### src/rtl/idli_sqi_s.sv
// SQI memory responder: device end of the nibble-wide SQI link.
// Models one byte-addressable memory in sequential mode. SCK is sampled
// on the global clock and edge-detected; captures happen on SCK rise,
// output updates happen on SCK fall.

package idli_sqi_pkg;
    typedef logic [3:0] sqi_data_t;
endpackage

module idli_sqi_s
    import idli_sqi_pkg::*;
#(
    parameter int          DEPTH_LOG2 = 8,
    parameter logic [7:0]  CMD_READ   = 8'h03,
    parameter logic [7:0]  CMD_WRITE  = 8'h02
) (
    input  logic      i_sqi_gck,
    input  logic      i_sqi_rst_n,
    input  logic      i_sqi_sck,
    input  logic      i_sqi_cs,
    input  sqi_data_t i_sqi_sio,
    output sqi_data_t o_sqi_sio,
    output logic      o_sqi_oe
);

    typedef enum logic [2:0] {
        ST_INSTR,
        ST_ADDR,
        ST_DUMMY,
        ST_RDATA,
        ST_WDATA,
        ST_IGNORE
    } state_t;

    typedef logic [DEPTH_LOG2-1:0] addr_t;

    logic       sck_q;
    state_t     state;
    logic [2:0] cnt;        // rises seen within the current state
    sqi_data_t  hold;       // high nibble of instruction / write byte
    logic       is_read;
    logic       rd_lo;      // next fall in RDATA drives the low nibble
    addr_t      addr;

    logic [7:0] mem [0:(1<<DEPTH_LOG2)-1];

    logic       rise;
    logic       fall;
    logic       wr_en;
    logic [7:0] rd_byte;

    // A deselected cycle swallows any SCK edge seen in that cycle.
    assign rise    = i_sqi_sck & ~sck_q & ~i_sqi_cs;
    assign fall    = ~i_sqi_sck & sck_q & ~i_sqi_cs;
    assign rd_byte = mem[addr];
    assign wr_en   = rise && (state == ST_WDATA) && (cnt == 3'd1);

    // Delayed SCK for edge detection.
    always_ff @(posedge i_sqi_gck or negedge i_sqi_rst_n) begin
        if (!i_sqi_rst_n) begin
            sck_q <= 1'b0;
        end else begin
            sck_q <= i_sqi_sck;
        end
    end

    // Transaction FSM: captures on rise, drives read data on fall.
    always_ff @(posedge i_sqi_gck or negedge i_sqi_rst_n) begin
        if (!i_sqi_rst_n) begin
            state     <= ST_INSTR;
            cnt       <= 3'd0;
            hold      <= '0;
            is_read   <= 1'b0;
            rd_lo     <= 1'b0;
            addr      <= '0;
            o_sqi_sio <= '0;
            o_sqi_oe  <= 1'b0;
        end else if (i_sqi_cs) begin
            // Deselect aborts whatever was in flight, including a
            // half-received write byte still sitting in hold.
            state    <= ST_INSTR;
            cnt      <= 3'd0;
            o_sqi_oe <= 1'b0;
        end else if (rise) begin
            case (state)
                ST_INSTR: begin
                    if (cnt == 3'd0) begin
                        hold <= i_sqi_sio;
                        cnt  <= 3'd1;
                    end else begin
                        cnt <= 3'd0;
                        if ({hold, i_sqi_sio} == CMD_READ) begin
                            is_read <= 1'b1;
                            state   <= ST_ADDR;
                        end else if ({hold, i_sqi_sio} == CMD_WRITE) begin
                            is_read <= 1'b0;
                            state   <= ST_ADDR;
                        end else begin
                            state <= ST_IGNORE;
                        end
                    end
                end
                ST_ADDR: begin
                    // Shifting all six nibbles through a DEPTH_LOG2-wide
                    // register leaves only the low address bits behind.
                    addr <= (addr << 4) | addr_t'(i_sqi_sio);
                    if (cnt == 3'd5) begin
                        cnt   <= 3'd0;
                        state <= is_read ? ST_DUMMY : ST_WDATA;
                    end else begin
                        cnt <= cnt + 3'd1;
                    end
                end
                ST_DUMMY: begin
                    if (cnt == 3'd1) begin
                        cnt   <= 3'd0;
                        rd_lo <= 1'b0;
                        state <= ST_RDATA;
                    end else begin
                        cnt <= 3'd1;
                    end
                end
                ST_WDATA: begin
                    if (cnt == 3'd0) begin
                        hold <= i_sqi_sio;
                        cnt  <= 3'd1;
                    end else begin
                        // Byte lands in storage this cycle via wr_en.
                        cnt  <= 3'd0;
                        addr <= addr + 1'b1;
                    end
                end
                default: ;
            endcase
        end else if (fall && state == ST_RDATA) begin
            o_sqi_oe <= 1'b1;
            if (!rd_lo) begin
                o_sqi_sio <= rd_byte[7:4];
                rd_lo     <= 1'b1;
            end else begin
                o_sqi_sio <= rd_byte[3:0];
                rd_lo     <= 1'b0;
                addr      <= addr + 1'b1;
            end
        end
    end

    // Storage write; contents are deliberately not reset.
    always_ff @(posedge i_sqi_gck) begin
        if (wr_en) begin
            mem[addr] <= {hold, i_sqi_sio};
        end
    end

endmodule

### config.mk
export PLATFORM = sky130hd
export DESIGN_NAME = idli_sqi_s
export DESIGN_NICKNAME = d
export VERILOG_FILES = /design/src/rtl/idli_sqi_s.sv
export SDC_FILE = /design/constraint.sdc
export NUM_CORES = 2
export LEC_CHECK = 0
export BUFFER_PORTS_ARGS = -buffer_cell sky130_fd_sc_hd__buf_2
export CORE_ASPECT_RATIO = 1.5
export CORE_MARGIN = 2
export CORE_UTILIZATION = 57
export DETAILED_ROUTE_END_ITERATION = 12
export PLACE_DENSITY = 0.78
export SLEW_MARGIN = 5
export SYNTH_ARGS = -nofsm -noshare
export SYNTH_HDL_FRONTEND = slang
export SYNTH_SLANG_ARGS = --single-unit
### constraint.sdc
create_clock -name i_sqi_gck -period 3.78 [get_ports i_sqi_gck]
set_input_delay 0.756 -clock i_sqi_gck [delete_from_list [all_inputs] [get_ports i_sqi_gck]]
set_output_delay 0.756 -clock i_sqi_gck [all_outputs]
set_load 0.03 [all_outputs]
# [Word-level counts from Yosys, hierarchy flattened]
# Memory sizes are Yosys's and may differ from the RTL's.
# Cells that the tools add are included.
# W data, S select, Z words.
[op_classes] add_sub_neg=2 n_eq_ne=16 muxes=33 n_bitwise=10 n_reduce_logical=21
[op_table] cell="$mux W3" count=11
[op_table] cell="$mux W8" count=4
[op_table] cell="$pmux W3 S3" count=2
[op_table] cell="$eq A8 B2 Y1 const B" count=2
[op_table] cell="$pmux W8 S2" count=1
[op_table] cell="$reduce_and A5 Y1" count=3
[op_table] cell="$mux W1" count=14
[op_table] cell="$ne A3 B3 Y1 const B" count=4
[op_table] cell="$reduce_bool A2 Y1" count=5
[op_table] cell="$add A8 B1 Y8 const B" count=1
[op_table] cell="$or A8 B4 Y8" count=1
[op_table] cell="$reduce_and A4 Y1" count=2
[op_table] cell="$reduce_bool A4 Y1" count=2
[op_table] cell="$eq A3 B1 Y1 const B" count=2
[op_table] cell="$eq A3 B2 Y1 const B" count=2
[op_table] cell="$eq A3 B3 Y1 const B" count=2
[op_table] cell="$logic_not A3 Y1" count=2
[op_table] cell="$not A1 Y1" count=5
[op_table] cell="$and A1 B1 Y1" count=4
[op_table] cell="$mux W4" count=1
[op_table] cell="$ne A2 B1 Y1 const B" count=2
[op_table] cell="$reduce_and A2 Y1" count=2
[op_table] cell="$add A3 B1 Y3 const B" count=1
[op_table] cell="$logic_and A1 B1 Y1" count=3
[op_table] cell="4 further kinds" count=4
[totals] regBits=26 mem_bits_rw=2048 input_bits=8 out_inout_bits=5 wordCells=92 mem_count=1
[memory_table] memory="mem" words=256 word_bits=8 read_ports=1 rd_clocked_by_memory_dff=0 wr=1 line="45" rtl="logic [7:0] mem [0:(1<<DEPTH_LOG2)-1];"

# [Longest topological paths before layout]
[depth] word_depth=7 depth_mapped=13 depth_no_buf=7

# [Worst setup path after synthesis]
# No wires, ideal clock.
[synth_timing] path_type="flip-flop to flip-flop" from="reg hold[1]" to="reg is_read" setup_ns=0.125 arrival_ns=4.034 t_required_ns=3.655 path_slack_ns=-0.379 stages_incl_launch_ff=5 n_path_buf=0 synth_period_minus_slack_ns=4.159 path_cell_list="dfrtp_1 nor4_1 nand3_1 nor4_1 mux2_2"
[synth_between] elab_chain_len=3 elab_cells_between_ends=5 cone_classes="eq/ne (2); mux (1); reduce/logical (2)"
[synth_lines] item="from (decl)" line="40" rtl="sqi_data_t hold;"
[synth_lines] item="from (signal assigned)" line="88" rtl="hold <= i_sqi_sio;"
[synth_lines] item="from (signal assigned)" line="125" rtl="hold <= i_sqi_sio;"
[synth_lines] item="$eq A8 B2 Y1 (on tied branches)" line="92, 95"
[synth_lines] item="$reduce_bool A2 Y1 (no source line)"
[synth_lines] item="$reduce_and A5 Y1 (no source line)"
[synth_lines] item="to (signal assigned)" line="73" rtl="is_read <= 1'b0;"
[synth_lines] item="to (signal assigned)" line="93" rtl="is_read <= 1'b1;"
[synth_lines] item="to (signal assigned)" line="96" rtl="is_read <= 1'b0;"
[synth_lines] item="to (decl)" line="41" rtl="logic is_read;"
# Parallel ways exist; a longest one is shown, timed or not.
# A chain may end at the register's enable or synchronous reset.

# [Worst setup path in the final report]
[layout_timing] from="reg addr[0]" to="reg o_sqi_sio[1]"
[layout_between] elab_chain_len=2
[layout_lines] item="from (decl)" line="43" rtl="addr_t addr;"
[layout_lines] item="from (signal assigned)" line="106" rtl="addr <= (addr << 4) | addr_t'(i_sqi_sio);"
[layout_lines] item="from (signal assigned)" line="130" rtl="addr <= addr + 1'b1;"
[layout_lines] item="from (signal assigned)" line="143" rtl="addr <= addr + 1'b1;"
[layout_lines] item="$mem_v2 Z256 W8"
[layout_lines] item="$mux W4" line="137" rtl="if (!rd_lo) begin"
[layout_lines] item="to (signal assigned)" line="138" rtl="o_sqi_sio <= rd_byte[7:4];"
[layout_lines] item="to (signal assigned)" line="141" rtl="o_sqi_sio <= rd_byte[3:0];"
[layout_lines] item="to (decl)" line="22" rtl="output sqi_data_t o_sqi_sio,"
# Every way passes these cells.

==> flow_summary.yaml <==
critical_path:
  critical_path.max_stage_delay_ns: 0.68
  start_kind: "flop"
  timing_worst_setup_path_type: "flop to flop"
  worst-path-buf-inv: 3
  critPathCaptureType: "flop"
  timing.critical_path.max_delay_family: "compound AO/OA/AOI/OAI gates"
  timing.critical_path.fanout_max: 30
  slowest_cell_on_the_critical_path: "sky130_fd_sc_hd__or4_1"
  worstPathRequired_ns: 4.46
  arrival_ns: 4.65
  path_common_cell: "sky130_fd_sc_hd__buf_4"
  crit_path_cell_trace: "buf_4 > buf_12 > mux4_2 > a22oi_1 > a21oi_1 > or4_1 > a2111oi_0 > buf_4 > a211oi_1"
cts:
  htree_num_levels: 4
  cts_tree: "built"
  root_buffer: "sky130_fd_sc_hd__clkbuf_16"
  numClockSinks: 2074
  number_of_buffers_created_by_cts: 173
  cts.path.max_buffers: 3
  clkTransAtPathRegs_ns: 0.07
  insertion_delay_ns: 0.83
sta:
  final-hold-violation-count: 0
  final_critical_path_setup_slack_ns: -0.188
  timing.clock.skew_ns: 0.0306
  finalWorstPathRequiredPeriod_ns: 3.97
  slew_headroom: 0.0953
  setup_viol: 1
  finalCritPeriodShare: 1.05
  worst-slew-pin-transition_ns: 1.35
  slew_violations: 0
  setup_tns_ns: -0.188
  fmax_mhz: 252
yosys:
  yosys.cell_types.count: 68
  synth.avg_cell_area_um2: 20.7
  ys_seq_elements: 2074
  netlist.area_leader.share: 0.760
  synth_top_cells_by_area: "sky130_fd_sc_hd__edfxtp_1 76%, sky130_fd_sc_hd__mux4_2 13%, sky130_fd_sc_hd__nor2_1 1.5%, sky130_fd_sc_hd__mux2i_1 1.3%, sky130_fd_sc_hd__dfrtp_1 0.80%"
  ys_seq_area_frac: 0.768
  synthesis.nets: 3928
  synth_area_mm2: 0.0809
  async_reset_ff_frac: 0.0125
  netlist.top_cell.by_area: "sky130_fd_sc_hd__edfxtp_1"
  ys_warn_count: 0
  syn_inst: 3916
  ys_dominant_reg_cell: "sky130_fd_sc_hd__edfxtp_1"
  synth-edff-count: 2048
power:
  combPwrFrac: 0.196
  power.share.clock: 0.326
  sequential_power_share: 0.478
  switch_pwr_mw: 14.9
  internal_power_mw: 40.2
  power_per_cell_area_mw_per_mm2: 596
  p_leak_nw: 29.4
  power.switching_fraction: 0.270
  worst_ir_drop_vdd_mv: 0.639
  finalPower_mw: 55.0
drt:
  postRouteWirelength_um: 239000
  drc: 0
  wl_per_cell_um: 37.3
  drt_pass1_iterations: 6
  num_vias: 44900
  detail-route-antenna-nets: 0
  detailedRoute.firstIterationViolations: 7424
  viasPerCell: 7.00
status:
  violated_checks: "negative setup slack"
  status: "finished with violations"
finish:
  final_layout_size_suffix_gt1_frac: 0.293
  final_util: 0.655
  design.final.nets: 4398
  area_growth_syn_to_layout_pct: 14.2
  fill_cells: 8549
  fin_cells: 6416
place:
  detailedPlacementHpwl_um: 148000
  final_weighted_congestion_in_routability_driven_placement: 0.973
  placed_cells_incl_taps: 6082
  place_worst_setup_slack_ns: -0.261
  io_buffer_count: 12
global_routing:
  largest_net_degree_at_the_start_of_global_routing: 258
  grt_remaining_overflow: 0
  grt_use_total: 0.333
  grt_pass1_vias: 44600
  wire_length_of_the_first_global_routing_pass_um: 335000
  number_of_antenna_violations_at_the_first_check_in_global_routing: 16
floorplan:
  die_w_um: 312
  placement_rows: 169
  initial_utilization: 0.573
  io-pin-count: 13
  core-area_mm2: 0.141
  die_area_mm2: 0.145
  die_height_um: 465
flow_run:
  drv_cap: 0
hold_path:
  min-delay-path-class: "input pin to flop"
## cells in the mapped netlist (7+ instances only)
library cell,instances
sky130_fd_sc_hd__a2111oi_0,7
sky130_fd_sc_hd__a211oi_1,12
sky130_fd_sc_hd__a21oi_1,47
sky130_fd_sc_hd__a221oi_1,8
sky130_fd_sc_hd__a22o_1,7
sky130_fd_sc_hd__a22oi_1,75
sky130_fd_sc_hd__a31oi_1,21
sky130_fd_sc_hd__a32oi_1,14
sky130_fd_sc_hd__and3_1,13
sky130_fd_sc_hd__buf_1,24
sky130_fd_sc_hd__buf_2,54
sky130_fd_sc_hd__buf_4,37
sky130_fd_sc_hd__buf_6,12
sky130_fd_sc_hd__clkbuf_1,120
sky130_fd_sc_hd__dfrtp_1,26
sky130_fd_sc_hd__edfxtp_1,2048
sky130_fd_sc_hd__inv_1,11
sky130_fd_sc_hd__mux2_2,18
sky130_fd_sc_hd__mux2i_1,109
sky130_fd_sc_hd__mux4_2,482
sky130_fd_sc_hd__nand2_1,118
sky130_fd_sc_hd__nand3_1,51
sky130_fd_sc_hd__nand3b_1,7
sky130_fd_sc_hd__nand4_1,19
sky130_fd_sc_hd__nor2_1,320
sky130_fd_sc_hd__nor2b_1,10
sky130_fd_sc_hd__nor3_1,17
sky130_fd_sc_hd__nor4_1,16
sky130_fd_sc_hd__o2111ai_1,8
sky130_fd_sc_hd__o211ai_1,16
sky130_fd_sc_hd__o21ai_0,31
sky130_fd_sc_hd__o22ai_1,54
sky130_fd_sc_hd__or3_1,9
## repair_timing
item                                    CTS  global route
hold buffers                              1             0
pin swaps                                 0             0
setup buffers                             0             8
endpoints found under the setup margin    1             3
resized for setup                         1             5
hold endpoints to repair                 14             0
## per-stage QoR
step	area, um^2	hold slack [ns]
3_3_place_gp	86600	0.507
2_1_floorplan	80900	0.460
3_5_place_dp	86600	0.517
6_report	92400	0.0798
4_1_cts	92200	0.0505
5_1_grt	92300	0.0703
## worst paths after layout
kind / slack (ns) / cells after the start / endpoint / start
min in group asynchronous: 0.52 / 2 / state[2]$_DFFE_PN0P_ / i_sqi_rst_n
max in group asynchronous: 2.70 / 2 / addr[2]$_DFFE_PN0P_ / i_sqi_rst_n
min: 0.08 / 1 / sck_q$_DFF_PN0_ / i_sqi_sck
min reg2reg: 0.52 / 2 / o_sqi_oe$_DFFE_PN0P_ / o_sqi_oe$_DFFE_PN0P_
max: -0.19 / 9 / o_sqi_sio[1]$_DFFE_PN0P_ / addr[0]$_DFFE_PN0P_
max reg2reg: -0.19 / 9 / o_sqi_sio[1]$_DFFE_PN0P_ / addr[0]$_DFFE_PN0P_
## cells in the final DEF (no fill, tap or decap), types with 7 or more instances in the layout
| cell type | netlist | layout |
|---|---|---|
| sky130_fd_sc_hd__buf_12 | 1 | 44 |
| sky130_fd_sc_hd__a22oi_1 | 75 | 75 |
| sky130_fd_sc_hd__nand3b_1 | 7 | 7 |
| sky130_fd_sc_hd__inv_6 | 0 | 9 |
| sky130_fd_sc_hd__or3_1 | 9 | 9 |
| sky130_fd_sc_hd__clkbuf_1 | 120 | 33 |
| sky130_fd_sc_hd__diode_2 | 0 | 12 |
| sky130_fd_sc_hd__and3_1 | 13 | 13 |
| sky130_fd_sc_hd__mux2_2 | 18 | 18 |
| sky130_fd_sc_hd__a31oi_1 | 21 | 21 |
| sky130_fd_sc_hd__inv_1 | 11 | 10 |
| sky130_fd_sc_hd__o22ai_1 | 54 | 54 |
| sky130_fd_sc_hd__mux2i_1 | 109 | 109 |
| sky130_fd_sc_hd__clkinv_1 | 0 | 34 |
| sky130_fd_sc_hd__a21oi_1 | 47 | 47 |
| sky130_fd_sc_hd__nor2_1 | 320 | 317 |
| sky130_fd_sc_hd__o2111ai_1 | 8 | 8 |
| sky130_fd_sc_hd__a221oi_1 | 8 | 7 |
| sky130_fd_sc_hd__buf_4 | 37 | 485 |
| sky130_fd_sc_hd__mux4_2 | 482 | 482 |
| sky130_fd_sc_hd__nand4_1 | 19 | 19 |
| sky130_fd_sc_hd__clkinv_2 | 0 | 26 |
| sky130_fd_sc_hd__edfxtp_1 | 2048 | 2048 |
| sky130_fd_sc_hd__a22o_1 | 7 | 7 |
| sky130_fd_sc_hd__nor4_1 | 16 | 16 |
| sky130_fd_sc_hd__nand3_1 | 51 | 51 |
| sky130_fd_sc_hd__o21ai_0 | 31 | 29 |
| sky130_fd_sc_hd__a211oi_1 | 12 | 12 |
| sky130_fd_sc_hd__bufinv_16 | 0 | 17 |
| sky130_fd_sc_hd__nand2_1 | 118 | 118 |
| sky130_fd_sc_hd__dfrtp_1 | 26 | 16 |
| sky130_fd_sc_hd__buf_2 | 54 | 8 |
| sky130_fd_sc_hd__nor3_1 | 17 | 17 |
| sky130_fd_sc_hd__a32oi_1 | 14 | 14 |
| sky130_fd_sc_hd__o211ai_1 | 16 | 16 |
| sky130_fd_sc_hd__clkbuf_16 | 0 | 176 |
| sky130_fd_sc_hd__dfrtp_4 | 0 | 7 |
## worst register-to-register path: cells and delay by family (launching register included)
family / cells / cell delay [ns]
AO/OA/AOI/OAI: 4 / 1.38
flip-flops: 1 / 0.57
buffers and inverters: 3 / 0.64
multiplexers: 1 / 0.56
AND/OR/NAND/NOR: 1 / 0.69
## routing by layer
metal / global-route usage / routed length [um] / vias up
met5: 0 / 120 / -
li1: - / - / 17200
met2: 0.529 / 114000 / 3806
met4: 0.243 / 22600 / 12
met1: 0.385 / 70800 / 22900
met3: 0.103 / 31700 / 1041
## area by class of cell
| class | instances | area (um^2) | area share |
|---|---|---|---|
| Antenna cell | 12 | 30.0 | 0.000325 |
| Clock buffer | 209 | 4530 | 0.0490 |
| Clock inverter | 103 | 1070 | 0.0115 |
| Inverter | 12 | 50.0 | 0.000542 |
| Multi-Input combinational cell | 1581 | 17500 | 0.189 |
| Sequential cell | 2074 | 62200 | 0.673 |
| Tap cell | 1881 | 2350 | 0.0255 |
| Timing Repair Buffer | 544 | 4650 | 0.0503 |
## registers in the layout, indices dropped and copies added, names as in the netlist
| register | cells |
|---|---|
| o_sqi_oe | 1 |
| hold | 4 |
| is_read | 1 |
| state | 3 |
| cnt | 3 |
| addr | 8 |
| sck_q | 1 |
| mem | 2048 |
| rd_lo | 1 |
| o_sqi_sio | 4 |
## cells by family (layout without fill, tap and decap cells)
group,count (synthesis),after routing,share of synthesized area
buf+inv,261,868,0.0161
xor+xnor,1,1,0.000108
compound gates,332,332,0.0285
fa+ha+maj,4,4,0.000619
other cells,0,12,0
mux,609,609,0.150
flops,2074,2074,0.768
simple gates,635,635,0.0360
## power by group through the flow
stage                     Combinational [mW]  Sequential [mW]  Clock [mW]
after global placement                  10.1             26.8           0
after floorplan                         6.04             27.0           0
after global routing                    11.0             26.3        18.7
final                                   10.8             26.3        17.9
after detailed placement                10.2             26.9           0
after CTS                               10.4             26.4        17.9
Note: power is estimated with default switching activity, not from simulation.
